## src/rtl/gpio_pkg.sv

```systemverilog
// Shared constants for the GPIO bank: register byte addresses and CTRL bit positions.
package gpio_pkg;

  localparam logic [7:0] ADR_IN      = 8'h00;
  localparam logic [7:0] ADR_OUT     = 8'h04;
  localparam logic [7:0] ADR_OE      = 8'h08;
  localparam logic [7:0] ADR_INTE    = 8'h0C;
  localparam logic [7:0] ADR_PTRIG   = 8'h10;
  localparam logic [7:0] ADR_NTRIG   = 8'h14;
  localparam logic [7:0] ADR_CTRL    = 8'h18;
  localparam logic [7:0] ADR_INTS    = 8'h1C;
  localparam logic [7:0] ADR_OUT_SET = 8'h20;
  localparam logic [7:0] ADR_OUT_CLR = 8'h24;
  localparam logic [7:0] ADR_DEB     = 8'h28;
  localparam logic [7:0] ADR_LEVEL   = 8'h2C;

  localparam int CTRL_INTE_BIT = 0;
  localparam int CTRL_INTS_BIT = 1;

endpackage

```

## src/rtl/gpio_debounce.sv

```systemverilog
// Single-pin pad synchroniser followed by a threshold debouncer.
// A zero threshold bypasses the counter so IN follows the synchroniser directly.
module gpio_debounce #(
  parameter int SYNC_STAGES = 2,
  parameter int DEB_W       = 4
) (
  input  logic             clk,
  input  logic             rst,
  input  logic             pad,
  input  logic [DEB_W-1:0] thr,
  output logic             deb
);

  logic [SYNC_STAGES-1:0] sync_r;
  logic                   sync_s;
  logic                   deb_r;
  logic [DEB_W-1:0]       cnt_r;
  logic [DEB_W:0]         cnt_nxt_s;
  logic                   bypass_s;

  assign sync_s    = sync_r[SYNC_STAGES-1];
  assign bypass_s  = (thr == {DEB_W{1'b0}});
  assign cnt_nxt_s = {1'b0, cnt_r} + {{DEB_W{1'b0}}, 1'b1};

  // Synchroniser shift, debounce counter and stable-value register.
  always_ff @(posedge clk) begin
    if (rst) begin
      sync_r <= {SYNC_STAGES{1'b0}};
      cnt_r  <= {DEB_W{1'b0}};
      deb_r  <= 1'b0;
    end else begin
      sync_r <= {sync_r[SYNC_STAGES-2:0], pad};
      // deb_r keeps tracking in bypass so raising the threshold later starts glitch-free
      if (bypass_s) begin
        deb_r <= sync_s;
        cnt_r <= {DEB_W{1'b0}};
      end else if (sync_s == deb_r) begin
        cnt_r <= {DEB_W{1'b0}};
      end else if (cnt_nxt_s >= {1'b0, thr}) begin
        deb_r <= sync_s;
        cnt_r <= {DEB_W{1'b0}};
      end else begin
        cnt_r <= cnt_nxt_s[DEB_W-1:0];
      end
    end
  end

  // Select bypass or debounced value; both sources are flops.
  always_comb begin
    if (bypass_s) begin
      deb = sync_s;
    end else begin
      deb = deb_r;
    end
  end

endmodule

```

## src/rtl/gpio_bank_irq.sv

```systemverilog
// Parametrised GPIO bank with per-pin debounce, edge/level interrupts,
// write-1-to-clear status and atomic output set/clear.
module gpio_bank_irq
  import gpio_pkg::*;
#(
  parameter int GPIO_W      = 32,
  parameter int SYNC_STAGES = 2,
  parameter int DEB_W       = 4
) (
  input  logic              sys_clk,
  input  logic              sys_rst,
  input  logic              gpio_we,
  input  logic [7:0]        gpio_adr,
  input  logic [31:0]       gpio_dat_i,
  output logic [31:0]       gpio_dat_o,
  output logic              gpio_inta_o,
  output logic [GPIO_W-1:0] out_pad_o,
  output logic [GPIO_W-1:0] oen_padoe_o,
  input  logic [GPIO_W-1:0] in_pad_i
);

  logic [GPIO_W-1:0] deb_s;
  logic [GPIO_W-1:0] deb_prev_r;
  logic [GPIO_W-1:0] out_r;
  logic [GPIO_W-1:0] oe_r;
  logic [GPIO_W-1:0] inte_r;
  logic [GPIO_W-1:0] ptrig_r;
  logic [GPIO_W-1:0] ntrig_r;
  logic [GPIO_W-1:0] level_r;
  logic [GPIO_W-1:0] ints_r;
  logic [DEB_W-1:0]  deb_thr_r;
  logic              ctrl_inte_r;
  logic [31:0]       dat_o_r;
  logic [31:0]       rd_s;
  logic [GPIO_W-1:0] wd_s;
  logic [7:0]        wa_s;
  logic [GPIO_W-1:0] w1c_s;
  logic [GPIO_W-1:0] set_s;
  logic              unused_s;

  assign wd_s     = gpio_dat_i[GPIO_W-1:0];
  assign wa_s     = {gpio_adr[7:2], 2'b00};
  assign unused_s = ^{gpio_adr[1:0], gpio_dat_i};

  for (genvar g = 0; g < GPIO_W; g++) begin : g_pin
    gpio_debounce #(
      .SYNC_STAGES (SYNC_STAGES),
      .DEB_W       (DEB_W)
    ) u_deb (
      .clk (sys_clk),
      .rst (sys_rst),
      .pad (in_pad_i[g]),
      .thr (deb_thr_r),
      .deb (deb_s[g])
    );
  end

  // Interrupt set sources and the write-1-to-clear mask.
  always_comb begin
    set_s = inte_r & ((level_r  & ((deb_s & ptrig_r) | (~deb_s & ntrig_r))) |
                      (~level_r & (((deb_s & ~deb_prev_r) & ptrig_r) |
                                   ((~deb_s & deb_prev_r) & ntrig_r))));
    if (gpio_we && (wa_s == ADR_INTS)) begin
      w1c_s = wd_s;
    end else begin
      w1c_s = {GPIO_W{1'b0}};
    end
  end

  // Read data mux; unmapped and write-only addresses return zero.
  always_comb begin
    rd_s = 32'd0;
    case (wa_s)
      ADR_IN:    rd_s[GPIO_W-1:0] = deb_s;
      ADR_OUT:   rd_s[GPIO_W-1:0] = out_r;
      ADR_OE:    rd_s[GPIO_W-1:0] = oe_r;
      ADR_INTE:  rd_s[GPIO_W-1:0] = inte_r;
      ADR_PTRIG: rd_s[GPIO_W-1:0] = ptrig_r;
      ADR_NTRIG: rd_s[GPIO_W-1:0] = ntrig_r;
      ADR_CTRL: begin
        rd_s[CTRL_INTE_BIT] = ctrl_inte_r;
        rd_s[CTRL_INTS_BIT] = |ints_r;
      end
      ADR_INTS:  rd_s[GPIO_W-1:0] = ints_r;
      ADR_DEB:   rd_s[DEB_W-1:0]  = deb_thr_r;
      ADR_LEVEL: rd_s[GPIO_W-1:0] = level_r;
      default:   rd_s = 32'd0;
    endcase
  end

  // Register file, interrupt status and registered read port.
  always_ff @(posedge sys_clk) begin
    if (sys_rst) begin
      out_r       <= {GPIO_W{1'b0}};
      oe_r        <= {GPIO_W{1'b0}};
      inte_r      <= {GPIO_W{1'b0}};
      ptrig_r     <= {GPIO_W{1'b0}};
      ntrig_r     <= {GPIO_W{1'b0}};
      level_r     <= {GPIO_W{1'b0}};
      ints_r      <= {GPIO_W{1'b0}};
      deb_prev_r  <= {GPIO_W{1'b0}};
      deb_thr_r   <= {DEB_W{1'b0}};
      ctrl_inte_r <= 1'b0;
      dat_o_r     <= 32'd0;
    end else begin
      deb_prev_r <= deb_s;
      // set is ORed after the clear so a coincident event wins over W1C
      ints_r     <= (ints_r & ~w1c_s) | set_s;
      if (gpio_we) begin
        case (wa_s)
          ADR_OUT:     out_r       <= wd_s;
          ADR_OE:      oe_r        <= wd_s;
          ADR_INTE:    inte_r      <= wd_s;
          ADR_PTRIG:   ptrig_r     <= wd_s;
          ADR_NTRIG:   ntrig_r     <= wd_s;
          ADR_CTRL:    ctrl_inte_r <= gpio_dat_i[CTRL_INTE_BIT];
          ADR_OUT_SET: out_r       <= out_r | wd_s;
          ADR_OUT_CLR: out_r       <= out_r & ~wd_s;
          ADR_DEB:     deb_thr_r   <= gpio_dat_i[DEB_W-1:0];
          ADR_LEVEL:   level_r     <= wd_s;
          default:     ;
        endcase
      end else begin
        dat_o_r <= rd_s;
      end
    end
  end

  assign gpio_dat_o  = dat_o_r;
  assign out_pad_o   = out_r;
  assign oen_padoe_o = oe_r;
  assign gpio_inta_o = ctrl_inte_r & (|ints_r);

endmodule

```

## config.mk

```make
export PLATFORM = sky130hd
export DESIGN_NAME = gpio_bank_irq
export DESIGN_NICKNAME = d
export VERILOG_FILES = /design/src/rtl/gpio_pkg.sv /design/src/rtl/gpio_debounce.sv /design/src/rtl/gpio_bank_irq.sv
export SDC_FILE = /design/constraint.sdc
export NUM_CORES = 1
export LEC_CHECK = 0
export CORE_UTILIZATION = 59
export CTS_CLUSTER_DIAMETER = 200
export DETAILED_ROUTE_END_ITERATION = 6
export MAX_ROUTING_LAYER = met4
export PLACE_DENSITY = 0.79
export SLEW_MARGIN = 30
export SYNTH_ARGS = -nofsm -noshare
export SYNTH_HDL_FRONTEND = slang
export SYNTH_SLANG_ARGS = --single-unit
```

## constraint.sdc

```tcl
create_clock -name sys_clk -period 5.1 [get_ports sys_clk]
set_input_delay 0.51 -clock sys_clk [delete_from_list [all_inputs] [get_ports sys_clk]]
set_output_delay 0.51 -clock sys_clk [all_outputs]
set_load 0.02 [all_outputs]
```

==> flow_summary.yaml <==
floorplanning:
  die_height_um: 203.2
  die_outline_area_um2: 41300
  row_count: 73
  core_region_area_um2: 39820
  io-pin-count: 172
  initial_core_util_pct: 59.99
  die_width_um: 203.2
worst_setup_path:
  worstPathMaxFanout: 3
  critPathTopFamily: "simple AND/OR/NAND/NOR gates"
  critPathRequiredTime_ns: 4.59
  worstSetupPathType: "flop to output port"
  crit_buf_inv: 1
  worst-r2r-setup-slack_ns: 1.94
  crit_start: "ints_r[9]"
  critical_path.reg2reg.startpoint: "deb_thr_r[1]"
  critical_path.cell_chain: "nor4_1 > nand4_1 > o21a_1 > clkdlybuf4s50_1"
  worst_setup_path_start_kind: "flop"
  critical_path.slowest_cell: "sky130_fd_sc_hd__nor4_1"
  cp.arrival_ns: 2.67
  setup.worst_path.end_class: "output port"
  critical_path.max_stage_delay_ns: 0.59
cells_and_area:
  finish.net_count: 3027
  multi_input_combinational_cell_area_um2: 12650
  sequential_cell_area_um2: 10350
  final_layout_size_suffix_gt1_share_pct: 4.974
  final_cell_count_no_fill: 3360
  final_antenna_diode_count: 0
  final_core_util_pct: 68.94
  fillerInstances: 3113
  area_growth_syn_to_layout_pct: 14.91
power:
  cellLeakagePower_nw: 10.02
  totalPowerFinal_mw: 8.279
  power_density_nw_per_um2: 301.5
  peak_vdd_ir_v: 0.0002475
synthesis:
  yosys_warnings: 0
  synthDominantCellAreaShare_pct: 43.32
  synth_edf_count: 0
  yosys.area_share.xor_xnor_pct: 4.729
  basic_gate_share_of_the_synthesized_area_counting_and_or_nand_and_nor_cells_pct: 18.52
  synth_largest_area_cell: "sky130_fd_sc_hd__dfxtp_1"
  mappedNetlistArea_um2: 23890
  main_combinational_cell_family_by_area_after_synthesis: "simple AND/OR/NAND/NOR gates"
  synth_area_leaders: "sky130_fd_sc_hd__dfxtp_1, sky130_fd_sc_hd__nand2_1, sky130_fd_sc_hd__ha_1"
  synth_adder_area_share_pct: 8.379
  synthesis.area_per_instance_um2: 8.768
  synth_async_sr_flop_share_pct: 0
  synthCells: 2725
  synth_compound_area_share_pct: 16.68
  synthesis.nets: 2960
  synth_ff_type: "sky130_fd_sc_hd__dfxtp_1"
  synthMostInstantiatedCell: "sky130_fd_sc_hd__nand2_1"
  synth-seq-cells: 517
  synthDistinctLibCells: 51
  netlist_top_cells_count: "sky130_fd_sc_hd__nand2_1, sky130_fd_sc_hd__dfxtp_1, sky130_fd_sc_hd__a21oi_1, sky130_fd_sc_hd__ha_1, sky130_fd_sc_hd__clkbuf_1"
  synth_mux_area_share_pct: 4.509
  portion_of_the_post_synthesis_area_used_by_sequential_elements_pct: 43.32
detailed_routing:
  detail_route.vias_per_cell: 6.175
  route.antenna.remaining_nets: 0
  wl_per_cell_um: 20.56
  num_vias: 20747
  drt_drc_violations_left: 6
  dr.pass1.iters: 7
  drt_first_iter_violations: 2174
  wirelength_um: 69080
clock_network:
  cts-buffers-inserted: 53
  clkTransAtPathRegs_ns: 0.06
  cts-htree-levels: 2
  post-cts-setup-buffers: 0
  cts_max_path_buffers: 3
  clock-root-buffer: "sky130_fd_sc_hd__clkbuf_16"
  post_cts_resized: 0
  clk-insertion-delay-late_ns: 0.62
  cts_tree: "built"
  clock-sinks: 517
  post_cts_hold_buffer_count: 0
placement:
  routabilityCongestion: 0.8901
  place_inst: 3260
  placement.io_buffers: 169
  dp.final_hpwl_um: 42650
  pre_cts_ws_ns: 1.564
timing:
  final.setup.tns_ns: 0
  finalHoldViolations: 0
  fmax_mhz: 314.6
  post_route_clock_period_utilization_pct: 62.32
  finalMaxSlewViolations: 0
  timing.clock.skew_ns: 0.03147
  final.min_clock_period_ns: 3.178
  worst_slew_pin_slew_ns: 1.016
  timing.slew.headroom_pct: 32.29
  fin_ws_ns: 1.922
  finalSetupViolations: 0
  unrepaired_setup_endpoints_after_global_routing: "false"
global_route:
  grt_first_pass_wirelength_um: 107600
  global_router_s_overall_resource_usage_pct: 33.73
  grt_remaining_overflow: 0
  first_global_vias: 20454
  grt_start_max_net_pins: 224
  initial_antenna_violation_count: 0
hold_path:
  worstHoldStart: "sys_rst"
  hp-class: "input port to flop"
outcome:
  violations: "DRC"
  result_of_the_run: "finished with violations"
flow_run:
  maxCapViolCount: 0
cell families (layout without fill, tap and decap cells):
logic type / Yosys count / count (layout)
buffers and inverters: 218 / 328
xor gates and xnor gates: 129 / 129
AOI/OAI and AO/OA: 605 / 605
muxes: 101 / 101
DFF: 517 / 517
adders and majority gates: 160 / 160
and+or+nand+nor: 995 / 995
layout make-up:
class	instances	area share [%]
Sequential cell	517	37.70
Timing Repair Buffer	194	7.064
Clock buffer	81	5.833
Inverter	36	0.4922
Tap cell	525	2.393
Multi-Input combinational cell	1990	46.08
Clock inverter	17	0.4375
cell usage in the layout (no fill, tap or decap), drive strengths merged, types with 2 or more instances in the layout:
cell	instances
clkinv	13
a31oi	32
and3	35
a21boi	3
a311oi	31
nand4	2
clkdlybuf4s50	167
a2111oi	2
xor2	65
inv	38
a21o	96
a22o	4
clkinvlp	2
a32o	32
a22oi	20
mux2i	66
nor3	2
ha	160
o2bb2ai	3
mux2	33
nor2	130
buf	27
nand2b	33
a222oi	23
o21ai	34
nor2b	130
nand3	69
clkbuf	81
o211ai	33
a221oi	26
and2	8
dfxtp	517
mux4	2
nand2	571
a21oi	262
o21a	2
xnor2	64
nor4	11
worst register-to-register path, cell delays in order, from the launching register on:
cell	delay, ns
sky130_fd_sc_hd__dfxtp_1	0.39
sky130_fd_sc_hd__nor4_4	0.75
sky130_fd_sc_hd__buf_4	0.43
sky130_fd_sc_hd__mux2i_1	0.53
sky130_fd_sc_hd__nor2_1	0.08
sky130_fd_sc_hd__a2111oi_0	0.65
sky130_fd_sc_hd__a311oi_1	0.18
stage by stage:
step                      hold slack [ns]  cell area, µm²
after global routing               0.4044           27460
after detailed placement           0.4239           25690
after global placement             0.4213           25660
after floorplan                    0.4138           23890
after CTS                          0.3660           27410
final                              0.3407           27460
state kept, by name (all words and copies together) (netlist names), 4 cells and up:
| signal | count |
|---|---|
| deb_prev_r | 32 |
| g_pin.u_deb.deb_r | 32 |
| g_pin.u_deb.cnt_r | 128 |
| out_pad_o | 32 |
| oen_padoe_o | 32 |
| deb_thr_r | 4 |
| g_pin.u_deb.sync_r | 64 |
| gpio_dat_o | 32 |
| ptrig_r | 32 |
| ntrig_r | 32 |
| inte_r | 32 |
| level_r | 32 |
| ints_r | 32 |
routing by layer:
metal	GRT usage (%)	up-vias	wire (µm)
li1	-	9569	-
met1	41.44	9852	27590
met2	54.34	1104	31860
met3	5.673	222	6832
met5	-	-	0
met4	15.12	0	2807
power breakdown:
group	total [mW]	internal (mW)	switching (mW)
registers	4.11	4.08	0.0304
clock network	3.82	2.17	1.66
logic	0.343	0.125	0.218
path summary, 6_finish.rpt:
path / end / depth (start not counted)
max reg2reg: gpio_dat_o[1] / 6
min: g_pin[3].u_deb.sync_r[0] / 2
max: gpio_inta_o / 4
min reg2reg: g_pin[27].u_deb.sync_r[1] / 1
No activity file was read; power rests on OpenSTA's default activity.
